File: config.mk
export PLATFORM = sky130hd
export DESIGN_NAME = asg_dac_slew
export DESIGN_NICKNAME = d
export VERILOG_FILES = /design/src/rtl/asg_pkg.sv /design/src/rtl/asg_tick_div.sv /design/src/rtl/asg_dac_slew.sv
export SDC_FILE = /design/constraint.sdc
export NUM_CORES = 1
export LEC_CHECK = 0
export BUFFER_PORTS_ARGS = -buffer_cell sky130_fd_sc_hd__buf_2
export CAP_MARGIN = 10
export CORE_ASPECT_RATIO = 0.75
export CORE_MARGIN = 3
export CORE_UTILIZATION = 50
export CTS_BUF_LIST = sky130_fd_sc_hd__clkbuf_8
export DETAILED_ROUTE_END_ITERATION = 8
export GPL_ROUTABILITY_DRIVEN = 0
export PLACE_DENSITY = 0.78
export SKIP_CTS_REPAIR_TIMING = 1
export SLEW_MARGIN = 10
export SYNTH_ARGS = -nofsm -noshare
export SYNTH_HDL_FRONTEND = slang
export SYNTH_SLANG_ARGS = --single-unit
File: constraint.sdc
create_clock -name dac_clk_i -period 11.3 [get_ports dac_clk_i]
set_input_delay 1.13 -clock dac_clk_i [delete_from_list [all_inputs] [get_ports dac_clk_i]]
set_output_delay 1.13 -clock dac_clk_i [all_outputs]
set_load 0.05 [all_outputs]
File: src/rtl/asg_pkg.sv
// Shared definitions for the ASG output-conditioning blocks: sample width and
// the slew-limiter mute state machine encoding.
package asg_pkg;

    localparam int ASG_DW = 14;

    typedef enum logic [1:0] {
        TRACK  = 2'd0,
        MUTING = 2'd1,
        MUTED  = 2'd2
    } asg_state_t;

endpackage : asg_pkg

File: src/rtl/asg_tick_div.sv
// Programmable tick generator: tick_o is high whenever the down-counter is at zero,
// and the counter then reloads from set_div_i, so a new period applies at the next reload.
module asg_tick_div #(
    parameter int DIVW = 16
) (
    input  logic            dac_clk_i,
    input  logic            dac_rst_i,
    input  logic [DIVW-1:0] set_div_i,
    output logic            tick_o
);

    logic [DIVW-1:0] cnt_q;

    assign tick_o = (cnt_q == '0);

    always_ff @(posedge dac_clk_i) begin
        if (dac_rst_i) begin
            cnt_q <= '0;
        end else if (tick_o) begin
            cnt_q <= set_div_i;
        end else begin
            cnt_q <= cnt_q - DIVW'(1);
        end
    end

endmodule : asg_tick_div

File: src/rtl/asg_dac_slew.sv
// Slew-rate limiter with click-free mute for one ASG DAC channel; a zero step size
// turns the block into a single-register pass-through.
module asg_dac_slew
    import asg_pkg::*;
#(
    parameter int DW   = ASG_DW,
    parameter int DIVW = 16
) (
    input  logic            dac_clk_i,
    input  logic            dac_rst_i,
    input  logic [DW-1:0]   dac_i,
    input  logic [DW-1:0]   set_slew_i,
    input  logic [DIVW-1:0] set_div_i,
    input  logic            mute_i,
    output logic [DW-1:0]   dac_o,
    output logic            muted_o,
    output logic            slewing_o
);

    asg_state_t    state_q, state_d;
    logic [DW-1:0] dac_q, dac_d;
    logic          slewing_q, slewing_d;
    logic          muted_q;
    logic          tick;
    logic          update;
    logic [DW-1:0] target;
    logic [DW:0]   dac_ext, target_ext, slew_ext;
    logic [DW:0]   diff, abs_diff, step_sum;

    asg_tick_div #(.DIVW(DIVW)) u_tick_div (
        .dac_clk_i (dac_clk_i),
        .dac_rst_i (dac_rst_i),
        .set_div_i (set_div_i),
        .tick_o    (tick)
    );

    // One extra bit keeps target-minus-current exact even for a full-scale swing,
    // and a step toward the target can never pass it, so no saturation is needed.
    always_comb begin
        target     = (state_q == TRACK) ? dac_i : '0;
        dac_ext    = {dac_q[DW-1], dac_q};
        target_ext = {target[DW-1], target};
        slew_ext   = {1'b0, set_slew_i};
        diff       = target_ext - dac_ext;
        abs_diff   = diff[DW] ? ('0 - diff) : diff;
        step_sum   = diff[DW] ? (dac_ext - slew_ext) : (dac_ext + slew_ext);

        dac_d     = dac_q;
        slewing_d = slewing_q;
        update    = 1'b0;
        if (set_slew_i == '0) begin
            update    = 1'b1;
            dac_d     = target;
            slewing_d = 1'b0;
        end else if (tick) begin
            update = 1'b1;
            if (abs_diff <= slew_ext) begin
                dac_d     = target;
                slewing_d = 1'b0;
            end else begin
                dac_d     = step_sum[DW-1:0];
                slewing_d = 1'b1;
            end
        end

        state_d = state_q;
        case (state_q)
            TRACK:   if (mute_i) state_d = MUTING;
            MUTING: begin
                if (!mute_i) begin
                    state_d = TRACK;
                end else if (update && (dac_d == '0)) begin
                    state_d = MUTED;
                end
            end
            MUTED:   if (!mute_i) state_d = TRACK;
            default: state_d = TRACK;
        endcase
    end

    always_ff @(posedge dac_clk_i) begin
        if (dac_rst_i) begin
            state_q   <= TRACK;
            dac_q     <= '0;
            slewing_q <= 1'b0;
            muted_q   <= 1'b0;
        end else begin
            state_q   <= state_d;
            dac_q     <= dac_d;
            slewing_q <= slewing_d;
            muted_q   <= (state_d == MUTED);
        end
    end

    assign dac_o     = dac_q;
    assign muted_o   = muted_q;
    assign slewing_o = slewing_q;

endmodule : asg_dac_slew

Word-level counts from Yosys, hierarchy flattened --
Cells that the tools add are included. W data, S select, Z words.
Storage, ports and cells: output and inout port bits 16, register bits 34, bits of input ports 47
Cells by class: reduce and logical (&&, ||, !) cells 6, $add $sub $neg 5, equality and inequality tests 3, $lt $le $gt $ge 1, muxes and demuxes 15
Operators with widths (count):
- $mux W14 | 5
- $logic_not A14 Y1 | 2
- $logic_not A16 Y1 | 1
- $mux W16 | 1
- $sub A16 B1 Y16 const B | 1
- $le A15 B14 Y1 | 1
- $mux W15 | 1
- $sub A1 B15 Y15 const A | 1
- $sub A14 B14 Y15 | 1
- $add A14 B14 Y14 | 1
- $sub A14 B14 Y14 | 1
- $mux W2 | 4
- $pmux W2 S3 | 1
- $eq A2 B2 Y1 const B | 2
- $mux W1 | 3
- $eq A2 B1 Y1 const B | 1
- $logic_not A2 Y1 | 1
- $reduce_or A2 Y1 | 1
- $logic_and A1 B1 Y1 | 1

Logic depth before layout (Yosys ltp) --
Gate-level depths: netlist of run 1.
depth in word-level cells 15, depth in mapped cells 28, mapped depth without buffers 25

Cells and area by module --
Synthesis of run 1 repeated with hierarchy kept, for this count alone.
Unflattened totals: cell total of the unflattened synthesis 584, area total of the unflattened synthesis 4383.0 um^2
Modules (own cells, without submodules):
- asg_dac_slew | seq. area each 360.3 um^2, cells each 476, area each 3485.8 um^2, instances 1
- asg_tick_div | seq. area each 320.3 um^2, cells each 108, area each 897.1 um^2, instances 1

Worst setup path before layout of run 1 --
No wires, ideal clock.
path kind input port to flip-flop, from in dac_i[0], to reg state_q[0], data arrival time 6.236 ns, path slack 4.942 ns, path buffers 3, setup time 0.122 ns, stages on the path 25, cell sequence nand2_1 > ha_1 > inv_1 > fa_1 > a21o_2 > a221oi_4 > a21oi_1 > and2_1 > a21oi_1 > clkbuf_1 > clkbuf_1 > o21ai_0 > xnor2_1 > ha_1 > nand4_1 > nor4_1 > or3_2 > o22ai_2 > a41o_1 > buf_6 > and2_4 > a221oi_4 > nand4_2 > or3_1 > o311a_1
Between the ends: longest elaborated chain between the ends 13
RTL lines:
- start: declaration | line asg_dac_slew.sv:11 | input logic [DW-1:0] dac_i,
- $mux W14 (*) | line asg_dac_slew.sv:40 | target = (state_q == TRACK) ? dac_i : '0;
- $sub A14 B14 Y15 | line asg_dac_slew.sv:44 | diff = target_ext - dac_ext;
- $sub A1 B15 Y15 | line asg_dac_slew.sv:45 | abs_diff = diff[DW] ? ('0 - diff) : diff;
- $mux W15 | line asg_dac_slew.sv:45
- $le A15 B14 Y1 | line asg_dac_slew.sv:57 | if (abs_diff <= slew_ext) begin
- $mux W14 | line asg_dac_slew.sv:57
- $mux W14 | line asg_dac_slew.sv:55 | end else if (tick) begin
- $mux W14 (*) | line asg_dac_slew.sv:51 | if (set_slew_i == '0) begin
- $logic_not A14 Y1 (*) | line asg_dac_slew.sv:72 | end else if (update && (dac_d == '0)) begin
- $logic_and A1 B1 Y1 (*) | line asg_dac_slew.sv:72
- $mux W2 (*) | line asg_dac_slew.sv:72
- $mux W2 (*) | line asg_dac_slew.sv:70 | if (!mute_i) begin
- $pmux W2 S3 (*) | line asg_dac_slew.sv:67 | case (state_q)
- end signal: assignment | line asg_dac_slew.sv:88 | state_q <= state_d;
- end: declaration | line asg_dac_slew.sv:20 | asg_state_t state_q, state_d;
Mark *: on every way between the ends. The rest lies on a longest branch, timed or not. A chain may end at the register's enable or synchronous reset.

Worst setup path in the final report of run 1 --
from reg state_q[1], to reg state_q[0]
Between the ends: longest elaborated chain between the ends 14
RTL lines (line):
- $logic_not A2 Y1 | asg_dac_slew.sv:40, asg_dac_slew.sv:67
- $mux W14 | asg_dac_slew.sv:40
- $sub A14 B14 Y15 | asg_dac_slew.sv:44
- $sub A1 B15 Y15 | asg_dac_slew.sv:45
- $mux W15 | asg_dac_slew.sv:45
- $le A15 B14 Y1 | asg_dac_slew.sv:57
- $mux W14 | asg_dac_slew.sv:57
- $mux W14 | asg_dac_slew.sv:55
- $mux W14 | asg_dac_slew.sv:51
- $logic_not A14 Y1 | asg_dac_slew.sv:72
- $logic_and A1 B1 Y1 | asg_dac_slew.sv:72
- $mux W2 | asg_dac_slew.sv:72
- $mux W2 | asg_dac_slew.sv:70
- $pmux W2 S3 (*) | asg_dac_slew.sv:67
Marked as above.

==> key figures, run 1 <==
Critical path
  – Worst endpoint data arrival time: approximately 7.1 ns
  – Critical path capture point type: register
  – Crit start category: register
  – Worst Path Required: ~11 ns
  – Critical path cell sequence: nor2_1 -> and2_1 -> ha_1 -> and3_4 -> a221oi_4 -> a21oi_1 -> a311oi_2 -> xor2_2 -> nand3_1 -> o21ai_0 -> xnor2_1 -> ha_1 -> nand2_1 -> nor4_1 -> or3_2 -> o22ai_2 -> a41o_1 -> o21ai_4 -> a221oi_4 -> nand4_2 -> or3_1 -> o311a_1
  – Start-to-end type of the worst setup path: reg -> reg
  – Crit Path Max Fanout: 14
  – Critical path's largest stage delay: 0.68 ns
  – Worst path slowest cell: sky130_fd_sc_hd__nor2_1

Route
  – Vias per inst: 6.31
  – Detailed route wirelength on metal3: 1.47 mm
  – Number of detailed-routing iterations run before antenna repair: 5
  – Top layer reached by signal wires: met4
  – DRC viols: 0
  – Number of DRC markers after the initial detailed-route iteration: 524
  – WL final: 13.2 mm
  – ANT nets after route: 0
  – Routed len/inst: ~18 um
  – Overall via count from detail_route: 4658
  – Met2 routed WL: 5.43 mm
  – DRT met1 WL: ~6 mm

Floorplan
  – Starting density of the core: 0.518
  – Ports: 63
  – Number of standard-cell rows in the floorplan: 29
  – Die height: 87.4 um
  – Die span in x: around 110 um
  – Placeable core area: about 8500 um2
  – Die ar.: approximately 10000 um2

Clocking
  – Clock sink count: 34
  – Clock-pin slew on the worst setup and hold paths: 0.07 ns
  – Clock tree from TritonCTS: done
  – Clk Tree Root Cell: sky130_fd_sc_hd__clkbuf_8
  – TritonCTS Buffers: 5
  – H-tree levels: 2
  – CTS max path bufs: 2
  – Clock insertion delay at the later pin of the skew report: 0.28 ns

Final layout
  – Diodes inserted: 0
  – Area grow syn2layout: 9.74%
  – Top library cells by usage in the layout, fill and taps aside: 69 x sky130_fd_sc_hd__nor2_1, 62 x sky130_fd_sc_hd__buf_2, 45 x sky130_fd_sc_hd__ha_1
  – Final Core Density: 0.569
  – Final net count: 724
  – Final standard cell area without fillers: 4850 um2
  – Count of non-filler cells in the finished layout: 738
  – Most common cell after layout, fill and taps aside: sky130_fd_sc_hd__nor2_1
  – Layout cell share with drive strength beyond 1: 0.165

Yosys
  – Total standard cell area after synthesis: 4420 um2
  – Share of the synthesized area in the top cell type: 0.154
  – Syn nets: 670
  – Number of distinct library cells after synthesis: 85
  – Share of synthesized area occupied by flip-flops and latches: 0.154
  – Warnings from Yosys: 0
  – Cell type with the largest total area after synthesis: sky130_fd_sc_hd__dfxtp_1
  – Cells after synthesis: 576
  – Post-synthesis register bit count: 34
  – Number of enable-type register cells in the synthesized netlist: 0
  – Synth top area cells: sky130_fd_sc_hd__dfxtp_1 15%, sky130_fd_sc_hd__ha_1 13%, sky130_fd_sc_hd__xnor2_1 7.3%, sky130_fd_sc_hd__nor2_1 5.9%, sky130_fd_sc_hd__a21oi_1 4.2%
  – Share of synthesized registers carrying an async set or reset: 0
  – Avg Cell Area, Syn: between 7 and 8 um2
  – Predominant post-synthesis flop cell: sky130_fd_sc_hd__dfxtp_1

STA
  – Setup TNS Final: 0 ns
  – Clock skew: 0.00888 ns
  – Maximum clock rate: around 0.15 GHz
  – Final Critical Period: 6.89 ns
  – Setup slack of the critical path after layout: 4.41 ns
  – Slew Viols, Final: 0
  – Max-Slew Margin vs Limit: 0.415
  – Unrepaired setup endpoints after global routing: no
  – Pin slew with the least headroom to its limit: 0.874 ns
  – Final period util: 0.610
  – Final-report hold violation count: 0
  – Setup violations, final: 0

Global route
  – Via count of the first global-routing pass: 4302
  – Overall overflow remaining after global route: 0
  – Largest net degree at the start of global routing: 41
  – Tot GR Track Use: 0.265
  – Global-route wire length before repair: 21.2 mm
  – Number of antenna violations at the first check in global routing: 0

Place
  – Number of buffer cells added on primary ports: 62
  – Instance area after placement: 4770 um2
  – Placed Cells: 731
  – Worst Setup Slack post-DPL: 4.30 ns
  – Post-DP HPWL: 10.8 mm

Pwr
  – Power per Cell Area: about 310 nW/um2
  – Maximum resistive drop on vdd: 204 uV
  – Cell leakage power: 2.05 nW

Flow run
  – Max Cap Viol: 0

Run status
  – Result of the run: complete, no violations

Hold path
  – Type of the tightest min-delay check: reg -> reg
registers in the layout (all words and copies together), names as in the netlist:
register          flops
state_q               2
u_tick_div.cnt_q     16
slewing_o             1
muted_o               1
dac_o                14
final timing paths:
kind                            slack [ns]  cells past startpoint                start             endpoint
worst min register to register        0.49                      1  u_tick_div.cnt_q[0]  u_tick_div.cnt_q[0]
worst max-delay path                  4.41                     22           state_q[1]           state_q[0]
worst min-delay path                  0.49                      1  u_tick_div.cnt_q[0]  u_tick_div.cnt_q[0]
worst max register to register        4.41                     22           state_q[1]           state_q[0]
cells by family after synthesis:
logic type | Yosys count | synth area share
buf+inv | 60 | 0.0611
flops | 34 | 0.154
compound gates | 162 | 0.276
xor+xnor | 52 | 0.108
fa+ha+maj | 47 | 0.136
mux | 1 | 0.00226
simple gates | 220 | 0.263
synth_stat cells (all sizes together), types with 3 or more instances:
cell / instances
a21o: 8
ha: 45
and3: 5
a311oi: 4
nand4: 7
xnor2: 37
a211o: 6
o21ai: 23
nand3: 14
nand2: 33
clkbuf: 10
o22ai: 4
dfxtp: 34
inv: 43
xor2: 14
nand3b: 4
buf: 7
a31oi: 9
o21a: 14
a22oi: 4
a211oi: 13
nand2b: 5
nor3: 26
a2111oi: 3
a221oi: 8
nor2: 69
and2: 17
nor2b: 8
o211ai: 5
nor4: 13
or3: 8
o31a: 4
a21oi: 37
final cells by class:
cell class | instances | area (um2)
Clock inverter | 2 | 10.0
Timing Repair Buffer | 64 | 325
Fill cell | 790 | 3680
Tap cell | 108 | 135
Sequential cell | 34 | 681
Inverter | 43 | 161
Multi-Input combinational cell | 482 | 3470
Clock buffer | 5 | 68.8
worst max-delay path: cells and delay by family, from the launching register on:
kind	cells	cell delay, ns
AO/OA/AOI/OAI	9	2.74
AND/OR/NAND/NOR	9	2.63
adder cells (fa/ha/maj)	2	0.61
XOR/XNOR	2	0.44
flip-flops	1	0.34
through the flow:
stage	hold WS, ns	total power, mW
finish	0.493	1.52
global route	0.534	1.64
CTS	0.495	1.49
detailed placement	0.488	1.40
global placement	0.476	1.36
floorplan	0.453	1.15
routing by layer:
metal | GRT usage | up-vias
met5 | 0 | -
met4 | 0.0626 | 0
met3 | 0.0333 | 32
met2 | 0.394 | 252
met1 | 0.401 | 2157
li1 | - | 2217
power by group:
part	switching, mW	internal [mW]
sequential	0.0530	0.161
combinational	0.754	0.469
clock	0.0426	0.0413
(Power assumes the default switching activity.)
==> run 2, diff against run 1 <==
Clock period 11.3 ns to 6.6 ns, I/O delays scaled along.
==> run 2 against run 1 <==
Net effect:
- combinational power up 74%
- via count down 0.11%
- power up 76%
- flip-flop and latch count unchanged
- routed wire length down 0.74%
- largest power group unchanged
- clock power up 120%
- sequential share of layout area down 0.14 points
- worst setup slack worse by 4.1 ns
- fmax up 10%
- largest cell class unchanged
- non-clock buffer count up 2
- die area unchanged
- clock-buffer cell count unchanged
==> key figures, run 2 (same netlist as run 1, synthesis figures left out) <==
STA
  – Setup violations, final: 0
  – Clock skew: 0.00301 ns
  – Maximum clock rate: roughly 0.16 GHz
  – Pin slew with the least headroom to its limit: 0.873 ns
  – Final-report hold violation count: 0
  – Slew Viols, Final: 0
  – Final Critical Period: 6.24 ns
  – Setup TNS Final: 0 ns
  – Final period util: 0.945
  – Max-Slew Margin vs Limit: 0.409
  – Unrepaired setup endpoints after global routing: no

Place
  – Number of buffer cells added on primary ports: 62
  – Placed Cells: 733
  – Post-DP HPWL: 10.5 mm

Floorplan
  – Starting density of the core: 0.518
  – Die span in x: 115 um
  – Die height: just under 90 um
  – Number of standard-cell rows in the floorplan: 29
  – Placeable core area: about 8500 um2
  – Die ar.: 10000 um2
  – Ports: 63

Critical path
  – Crit start category: register
  – Critical path capture point type: register
  – Critical path's largest stage delay: 0.42 ns
  – Number of buffer and inverter instances along the worst setup path: 2
  – Worst path slowest cell: sky130_fd_sc_hd__or3_2
  – Launching instance or port of the critical path: state_q[0]
  – RR Startpoint: state_q[0]
  – Crit Path Max Fanout: 14
  – Start-to-end type of the worst setup path: reg -> reg
  – Dominant delay contributor by cell family on the critical path: compound AO/OA/AOI/OAI gates
  – Worst Path Required: 6.77 ns
  – Worst endpoint data arrival time: about 6.4 ns

Global route
  – Global-route wire length before repair: 20.7 mm
  – Via count of the first global-routing pass: around 4200
  – Tot GR Track Use: 0.256
  – Overall overflow remaining after global route: 0
  – Number of antenna violations at the first check in global routing: 0
  – Largest net degree at the start of global routing: 41

Pwr
  – Maximum resistive drop on vdd: around 350 uV
  – Power per Cell Area: 546 nW/um2
  – Overall Power: 2.67 mW
  – Cell leakage power: 2.08 nW

Route
  – Number of DRC markers after the initial detailed-route iteration: 568
  – DRC viols: 0
  – ANT nets after route: 0
  – Overall via count from detail_route: 4653
  – Number of detailed-routing iterations run before antenna repair: 5
  – WL final: 13.1 mm
  – Routed len/inst: 17.7 um
  – Vias per inst: between 6 and 7

Clocking
  – Clk Tree Root Cell: sky130_fd_sc_hd__clkbuf_8
  – CTS max path bufs: 2
  – Clock insertion delay at the later pin of the skew report: 0.28 ns
  – Clock sink count: 34
  – H-tree levels: 2
  – Clock tree from TritonCTS: done
  – TritonCTS Buffers: 5
  – Clock-pin slew on the worst setup and hold paths: 0.07 ns

Final layout
  – Largest register by flop count: u_tick_div.cnt_q
  – Layout cell share with drive strength beyond 1: 0.167
  – Area grow syn2layout: 10.8%
  – Count of non-filler cells in the finished layout: 741
  – Diodes inserted: 0
  – Most common cell after layout, fill and taps aside: sky130_fd_sc_hd__nor2_1
  – Max reg flops: 16
  – Top library cells by usage in the layout, fill and taps aside: 69 x sky130_fd_sc_hd__nor2_1, 62 x sky130_fd_sc_hd__buf_2, 45 x sky130_fd_sc_hd__inv_1, 45 x sky130_fd_sc_hd__ha_1
  – # fillers: 762
  – Final net count: 726

Run status
  – Result of the run: complete, no violations

Hold path
  – HP Start: u_tick_div.cnt_q[12]
  – Type of the tightest min-delay check: reg -> reg

Flow run
  – Max Cap Viol: 0
==> run 2: cell count changes in the layout (fill, tap and decap cells not counted), sizes merged <==
cell and delta:
buf +2, bufinv +1, clkinv -2, inv +2
==> run 2: final cells by class <==
type / instances / area, um2 / share of cell area
Tap cell: 108 / 135 / 0.0276
Timing Repair Buffer: 66 / 340 / 0.0695
Clock buffer: 5 / 68.8 / 0.0140
Inverter: 43 / 161 / 0.0329
Clock inverter: 3 / 37.5 / 0.00766
Sequential cell: 34 / 681 / 0.139
Multi-Input combinational cell: 482 / 3480 / 0.709
==> run 2: path summary, 6_finish.rpt <==
path,end,slack (ns),depth (start not counted)
worst max-delay path,state_q[0],0.36,25
worst max register to register,state_q[0],0.36,25
worst min register to register,u_tick_div.cnt_q[12],0.49,2
worst min-delay path,u_tick_div.cnt_q[12],0.49,2
==> run 2: tightest hold or removal path, stage by stage, from the launching register on <==
cell and delay [ns]:
sky130_fd_sc_hd__dfxtp_1 0.33, sky130_fd_sc_hd__nand2_1 0.06, sky130_fd_sc_hd__a21oi_1 0.05
==> run 2: stage by stage <==
stage | hold WS (ns) | util | setup slack (ns) | area, um2
4_1_cts | 0.495 | 0.574 | 0.431 | 4890
2_1_floorplan | 0.453 | - | 0.710 | 4420
5_1_grt | 0.517 | 0.575 | 0.0202 | 4900
3_5_place_dp | 0.484 | 0.561 | 0.308 | 4790
3_3_place_gp | 0.477 | 0.561 | 0.543 | 4790
6_report | 0.493 | 0.575 | 0.361 | 4900
==> run 2: power breakdown <==
group	internal (mW)	switching, mW
Sequential	0.276	0.0917
Clock	0.110	0.0736
Combinational	0.819	1.30
Total	1.21	1.47
==> run 2: routing by layer <==
metal | up-vias | track usage | routed length, um
met3 | 28 | 0.0715 | 1630
met4 | 0 | 0.0593 | 203
li1 | 2228 | - | -
met2 | 272 | 0.376 | 5360
met5 | - | 0 | 0
met1 | 2125 | 0.367 | 5890
